--- src/rtl/outport_tx.sv ---
// Output-port transmitter: buffers words captured from the datapath bus and
// hands them one at a time to an external device over a valid/ack handshake.
module outport_tx #(
   parameter int DATA_W = 32,
   parameter int DEPTH  = 4,
   parameter int CNT_W  = $clog2(DEPTH + 1)
) (
   input  logic              clk,
   input  logic              clr,
   input  logic [DATA_W-1:0] bus_contents,
   input  logic              OutPort_enable,
   input  logic              out_ack,
   output logic [DATA_W-1:0] outport_data_out,
   output logic              out_valid,
   output logic              out_full,
   output logic [CNT_W-1:0]  out_count,
   output logic              out_overflow
);

   localparam int PTR_W = $clog2(DEPTH);
   localparam logic [CNT_W-1:0] FULL_CNT = CNT_W'(DEPTH);

   typedef enum logic {IDLE, SEND} state_t;

   state_t            state;
   state_t            next_state;
   logic [DATA_W-1:0] mem [DEPTH];
   logic [PTR_W-1:0]  wr_ptr;
   logic [PTR_W-1:0]  rd_ptr;
   logic [CNT_W-1:0]  count;
   logic              pop;
   logic              push;
   logic              drop;

   assign out_full  = (count == FULL_CNT);
   assign out_count = count;
   assign out_valid = (state == SEND);

   // Pop loads the presentation register whenever it is empty or being acked;
   // a push at full is still legal when a pop frees a slot on the same edge.
   always_comb begin
      next_state = state;
      pop        = 1'b0;
      unique case (state)
         IDLE: begin
            if (count != '0) begin
               pop        = 1'b1;
               next_state = SEND;
            end
         end
         SEND: begin
            if (out_ack) begin
               if (count != '0) begin
                  pop = 1'b1;
               end else begin
                  next_state = IDLE;
               end
            end
         end
         default: next_state = IDLE;
      endcase
      push = OutPort_enable && (!out_full || pop);
      drop = OutPort_enable && out_full && !pop;
   end

   always_ff @(posedge clk) begin
      if (clr) begin
         state            <= IDLE;
         outport_data_out <= '0;
         wr_ptr           <= '0;
         rd_ptr           <= '0;
         count            <= '0;
         out_overflow     <= 1'b0;
      end else begin
         state <= next_state;
         if (pop) begin
            outport_data_out <= mem[rd_ptr];
            rd_ptr           <= rd_ptr + 1'b1;
         end
         if (push) begin
            wr_ptr <= wr_ptr + 1'b1;
         end
         unique case ({push, pop})
            2'b10:   count <= count + 1'b1;
            2'b01:   count <= count - 1'b1;
            default: count <= count;
         endcase
         if (drop) begin
            out_overflow <= 1'b1;
         end
      end
   end

   // Storage array carries no reset; the pointers and count define validity.
   always_ff @(posedge clk) begin
      if (!clr && push) begin
         mem[wr_ptr] <= bus_contents;
      end
   end

endmodule

--- config.mk ---
export PLATFORM = sky130hd
export DESIGN_NAME = outport_tx
export DESIGN_NICKNAME = d
export VERILOG_FILES = /design/src/rtl/outport_tx.sv
export SDC_FILE = /design/constraint.sdc
export NUM_CORES = 1
export LEC_CHECK = 0
export CORE_ASPECT_RATIO = 0.8
export CORE_MARGIN = 5
export CORE_UTILIZATION = 45
export CTS_CLUSTER_SIZE = 24
export DETAILED_ROUTE_END_ITERATION = 12
export PLACE_DENSITY = 0.76
export SYNTH_ARGS = -nofsm -noshare
export SYNTH_HDL_FRONTEND = slang
export SYNTH_SLANG_ARGS = --single-unit
--- constraint.sdc ---
create_clock -name clk -period 2.99 [get_ports clk]
set_input_delay 0.598 -clock clk [delete_from_list [all_inputs] [get_ports clk]]
set_output_delay 0.598 -clock clk [all_outputs]
set_load 0.01 [all_outputs]
==> results of run 1 <==
[placed cells by master, fill, tap and decap left out, types with 2 or more instances in the layout]
master | netlist | final
a21oi_1 | 2 | 2
a22o_1 | 32 | 32
and2_2 | 0 | 4
buf_12 | 0 | 3
buf_4 | 4 | 10
bufinv_16 | 0 | 3
clkbuf_16 | 0 | 17
clkdlybuf4s50_1 | 0 | 73
clkinv_1 | 0 | 2
clkinv_4 | 0 | 2
clkinvlp_4 | 0 | 4
dfxtp_1 | 41 | 39
dfxtp_2 | 0 | 2
edfxtp_1 | 128 | 128
ha_1 | 4 | 4
inv_1 | 4 | 4
inv_6 | 0 | 3
mux4_2 | 32 | 32
nor2_1 | 11 | 11
nor3_1 | 2 | 2
o21ai_0 | 2 | 2
or3_1 | 2 | 2
xnor2_1 | 3 | 3
[sequential cells by signal, indices dropped and copies added, names as in the netlist]
| register | flops |
|---|---|
| out_valid | 1 |
| outport_data_out | 32 |
| rd_ptr | 2 |
| out_count | 3 |
| mem | 128 |
| out_overflow | 1 |
| wr_ptr | 2 |
[through the flow]
stage          cells  total power, uW  hold slack (ns)  utilization, %  worst slack (ns)
4_1_cts          590             7090            0.481            57.5             0.494
3_3_place_gp     558             4810            0.460            53.0            0.0990
3_5_place_dp     558             4860            0.465            53.0            0.0515
5_1_grt          590             7320            0.497            57.5             0.367
2_1_floorplan    310             4090            0.505               -             0.536
6_report         590             7010            0.478            57.5             0.469
[power groups by stage]
stage                     Combinational, uW  Sequential, uW  Clock, uW
final                                  1710            3090       2210
after global routing                   1840            3130       2350
after CTS                              1740            3090       2250
after detailed placement               1720            3140          0
after global placement                 1690            3120          0
after floorplan                         970            3120          0
[final cells by class]
class	count	area, um^2	share of cell area, %
clock inverter	14	171	2.20
inverter	4	15.0	0.193
clock buffer	18	429	5.51
sequential	169	4670	59.9
tap	180	225	2.89
multi-input combinational	119	1420	18.2
timing repair buffer	86	866	11.1
[final timing paths]
check	start	end	slack [ns]	cells after the start
setup reg to reg	out_count[1]	out_count[2]	0.52	7
hold / removal	outport_data_out[19]	outport_data_out[19]	0.48	1
hold reg to reg	outport_data_out[19]	outport_data_out[19]	0.48	1
setup / recovery	out_ack	out_count[2]	0.47	8
[cell families after synthesis]
family	share of synthesized area, %
muxes	11.8
buffers and inverters	2.18
and+or+nand+nor	3.43
adders and majority gates	1.13
DFF	75.2
AOI/OAI and AO/OA	5.73
xor gates and xnor gates	0.565
[routing by layer]
metal  up-vias  routed length (um)
li1       1437                   -
met3        23                 628
met2       101                5600
met1      1576                5200
met5         -                   0
met4         0                 272
[worst max-delay path: cells and delay by family]
family	cells	cell delay [ns]
and+or+nand+nor	5	1.10
buffers and inverters	1	0.50
adders and majority gates	1	0.40
AOI/OAI and AO/OA	1	0.25
==> out/results.ini, run 1 <==
[synthesis]
synthCells = 310
synth.yosys.warnings = 0
synthesis.nets = 351
ys_seq_elements = 169
yosys.area.top_type = edfxtp_1
ys_async_sr_fraction_pct = 0
synth.avg_cell_area_um2 = 20.0
synthDistinctLibCells = 41
ys_top_cells_by_area = edfxtp_1 62%, dfxtp_1 13%, mux4_2 12%, a22o_1 4.5%, ha_1 0.81%
ys_seq_area_share_pct = 75.2
synthesis.area_um2 = 6200
synth_edf_count = 128
synthFlopType = edfxtp_1
yosys.area.top_type_share_pct = 62.0
netlist_top_cells_count = 128 x edfxtp_1, 41 x dfxtp_1, 32 x a22o_1, 32 x mux4_2, 11 x nor2_1
yosysMostFrequentCell = edfxtp_1

[cts]
clk_latency_ns = 0.42
path_clk_slew_ns = 0.06
cts_sinks = 169
postCtsResizedCells = 0
cts_made_buffers = 17
postCtsSetupBuffers = 0
clock_path_buffers = 2
tritoncts = yes
cts_root_buf = clkbuf_16
cts_hold_buf = 0
h-tree-depth = 4

[global_routing]
gr-total-overflow = 0
use_met3_pct = 4.74
grt_max_degree = 34
grt_pass1_vias = 3323
antenna_found_initial = 0
met1_usage_pct = 20.0
grt_use_total_pct = 15.4
grt_busiest_layer = met2
grtUsageMet2_pct = 24.4
grt_first_pass_wirelength_um = 18500

[cells_and_area]
antennaDiodeCount = 0
syn_to_final_growth_pct = 25.6
num-fill-cells = 1000
layout-drive-gt1-share_pct = 21.2
nets = 438
finish.instance_area_um2 = 7790

[placement]
port_buffers = 73
hpwl_um = 7320
placed_area_um2 = 7190
place_congestion = 0.825

[floorplan]
die_h_um = 115
core_area_um2 = 13600
die_area_um2 = 16200
die_w_um = 141
rows = 38
start_util_pct = 45.8
io_pins = 74

[setup_path]
cp.required_ns = 3.32
cp_slowest_cell = clkdlybuf4s50_1
cp_common_cell = or3_1
startpoint_type = input pin
crit_fanout = 3
cp_data_arrival_time_ns = 2.85
cp_slowest_stage_delay_ns = 0.50
path_class = input pin to flop
end_kind = flop
critical_path.cell_chain = clkdlybuf4s50_1 > nor2b_1 > or3_1 > fa_1 > nand2b_1 > or3_1 > nor4b_1 > a311oi_1

[sta]
fin_crit_ns = 2.52
fin_tns_setup_ns = 0
relSlewSlack_pct = 41.1
hold_viol = 0
tightest_slew_ns = 0.884
fin_crit_sh_pct = 84.3
clock_skew_ns = 0.0102
final_max_slew_viol_count = 0
setup-violations-final = 0
max_freq_mhz = 397
rsz0062_at_grt = no

[drt]
routed_wl_um = 11700
wire_per_inst_um = 19.8
vias = 3137
vias_per_cell = 5.32
drt.antenna.violating_nets = 0
dr.pass1.iters = 4
drt_iter0_markers = 247
drcViolationCount = 0

[outcome]
outcome = completed

[power_and_ir_drop]
power_per_cell_area_nw_per_um2 = 899
switching_share_pct = 26.9
power_leakage_uw = 0.00258
peakVddDrop_mv = 0.493
pwr-share-clk_pct = 31.5
power_frac_comb_pct = 24.4
switching_power_uw = 1880
internal_power_uw = 5120
power_frac_seq_pct = 44.1

[min_path]
hp-class = flop to flop

[run]
maxCapViolations = 0

(Power assumes the default switching activity.)
==> inputs of run 2 (changes only) <==
Settings changed: PLACE_DENSITY 0.76 to 0.78.
Clock period 2.99 ns to 2.3 ns, I/O delays scaled along.
==> run 2 against run 1 <==
Net effect: sequential power rose by 27%; power increased by 32%; sequential cell count unchanged; setup slack worse by 0.37 ns; cell count increased by 2.4%; first-iteration DRC count up 4.5%; combinational power increased by 46%; largest power group unchanged; critical endpoint is now out_full; largest cell class unchanged; wire length is 1.5% higher; worst hold slack lost 0.0078 ns; via count up 2.6%.
==> out/results.ini, run 2 (synthesis results as in run 1) <==
[placement]
place_congestion = 0.809  ; -1.9%
dp_cells = 571  ; +2.3%
hpwl_um = 7420  ; +1.4%
placed_area_um2 = 7400  ; +3.0%
port_buffers = 73  ; unchanged

[floorplan]
rows = 38  ; unchanged
io_pins = 74  ; unchanged
core_area_um2 = 13600  ; unchanged
die_w_um = 141  ; unchanged
die_area_um2 = 16200  ; unchanged
start_util_pct = 45.8  ; unchanged
die_h_um = 115  ; unchanged

[cts]
cts_root_buf = clkbuf_16
cts_sinks = 169  ; unchanged
h-tree-depth = 4  ; unchanged
tritoncts = yes
clk_latency_ns = 0.42  ; about the same
clock_path_buffers = 2  ; unchanged
path_clk_slew_ns = 0.06  ; about the same
cts_made_buffers = 17  ; unchanged

[sta]
setup-violations-final = 0  ; unchanged
max_freq_mhz = 455
final_max_slew_viol_count = 0  ; unchanged
relSlewSlack_pct = 39.5  ; -1.5 points
rsz0062_at_grt = no
fin_crit_sh_pct = 95.5
fin_crit_ns = 2.20
hold_viol = 0  ; unchanged
clock_skew_ns = 0.00940  ; -0.000760 ns
tightest_slew_ns = 0.905  ; +0.0211 ns

[cells_and_area]
layout_commonest_cell = edfxtp_1
largest_register_ffs = 128  ; unchanged
layout_common_cells = 128 x edfxtp_1, 72 x clkdlybuf4s50_1, 38 x dfxtp_1, 32 x mux4_2, 32 x a22o_1
utilization_pct = 59.2  ; +1.7 points
nets = 452  ; +3.2%
regMostFlops = mem
layout.cells.non_filler = 604  ; +2.4%
layout-drive-gt1-share_pct = 25.5  ; +4.3 points
finish.instance_area_um2 = 8020  ; +2.9%
syn_to_final_growth_pct = 29.2
antennaDiodeCount = 0  ; unchanged

[drt]
vias = 3217  ; +2.6%
routed_wl_um = 11900  ; +1.5%
drcViolationCount = 0  ; unchanged
drt.antenna.violating_nets = 0  ; unchanged
dr.pass1.iters = 4  ; unchanged
vias_per_cell = 5.33  ; +0.17%
drt_iter0_markers = 258  ; +4.5%
wire_per_inst_um = 19.7  ; -0.85%

[min_path]
hp-class = flop to flop
whs_path_depth = 2  ; +1

[setup_path]
crit_fanout = 8  ; +5
path_class = flop to output port
r2r_cells = 7  ; unchanged
cp_data_arrival_time_ns = 1.74  ; -1.11 ns
cp.required_ns = 1.84  ; -1.48 ns
end_kind = output port
startpoint_type = flop

[power_and_ir_drop]
power_leakage_uw = 0.00271  ; +5.1%
peakVddDrop_mv = 0.630  ; +28%
power_per_cell_area_nw_per_um2 = 1160  ; +28%

[global_routing]
grt_use_total_pct = 16.1  ; +0.73 points
grt_max_degree = 33  ; -2.9%
grt_pass1_vias = 3500  ; +5.3%
gr-total-overflow = 0  ; unchanged
antenna_found_initial = 0  ; unchanged
grt_first_pass_wirelength_um = 19300  ; +4.6%

[run]
maxCapViolations = 0  ; unchanged

[outcome]
outcome = completed

-- run 2: changes by cell type in the layout (fill, tap and decap cells not counted), moves of 3 or more --
| cell | delta |
|---|---|
| buf_4 | +5 |
| clkinvlp_4 | -3 |
| buf_12 | +9 |
| inv_6 | +4 |
-- run 2: through the flow --
stage                     hold slack, ns  power, uW  TNS (ns)  worst slack, ns
after floorplan                    0.505       5330         0           0.0274
after global placement             0.461       6440     -1.64           -0.363
after detailed placement           0.463       6500     -4.68           -0.429
after CTS                          0.481       9340         0          0.00494
after global routing               0.496       9730         0          0.00698
final                              0.470       9270         0            0.103
-- run 2: critical path, cell delays in order, from the launching register on --
cell	delay (ns)
dfxtp_1	0.32
buf_4	0.16
nor3b_2	0.24
clkdlybuf4s50_1	0.59
-- run 2: area by class of cell --
class,count,area [um^2]
clock buffers,17,425
clock inverters,15,163
fillers,992,5530
inverters,4,15.0
multi-input cells,119,1440
flip-flops and latches,169,4670
well taps,180,225
repair buffers,100,1090
-- run 2: worst paths after layout --
check | startpoint | endpoint | slack (ns)
min reg2reg | out_overflow | out_overflow | 0.47
max reg2reg | out_valid | out_count[2] | 0.15
min | out_overflow | out_overflow | 0.47
max | out_count[0] | out_full | 0.10
-- run 2: layer usage --
metal  share of wire (%)  vias up  track usage, %
met5                   0        -               0
met4                0.59        0            7.55
met3                 6.0        5            4.24
met2                  51       99            25.9
met1                  43     1651            20.6
li1                    -     1462               -
-- run 2: report_power, final --
| part | total [uW] | internal [uW] | leakage (uW) | switching (uW) |
|---|---|---|---|---|
| Sequential | 3930 | 3680 | 0.00150 | 253 |
| Clock | 2830 | 1620 | 0.000289 | 1200 |
| Combinational | 2500 | 1420 | 0.000922 | 1080 |
| Total | 9270 | 6730 | 0.00271 | 2540 |
-- run 2: timing repair --
item / 4_1_cts / 5_1_grt
buffers inserted: 0 / 1
hold buffers: 0 / 0
endpoints found under the setup margin: 0 / 1
hold endpoints to repair: 0 / 0
resized for setup: 0 / 4
==> inputs of run 3 (changes only) <==
Settings changed: SKIP_LAST_GASP set to 1, TNS_END_PERCENT set to 1.
==> results of run 3 <==
Same layout as run 2: the final DEF is identical, and so are final timing and power.
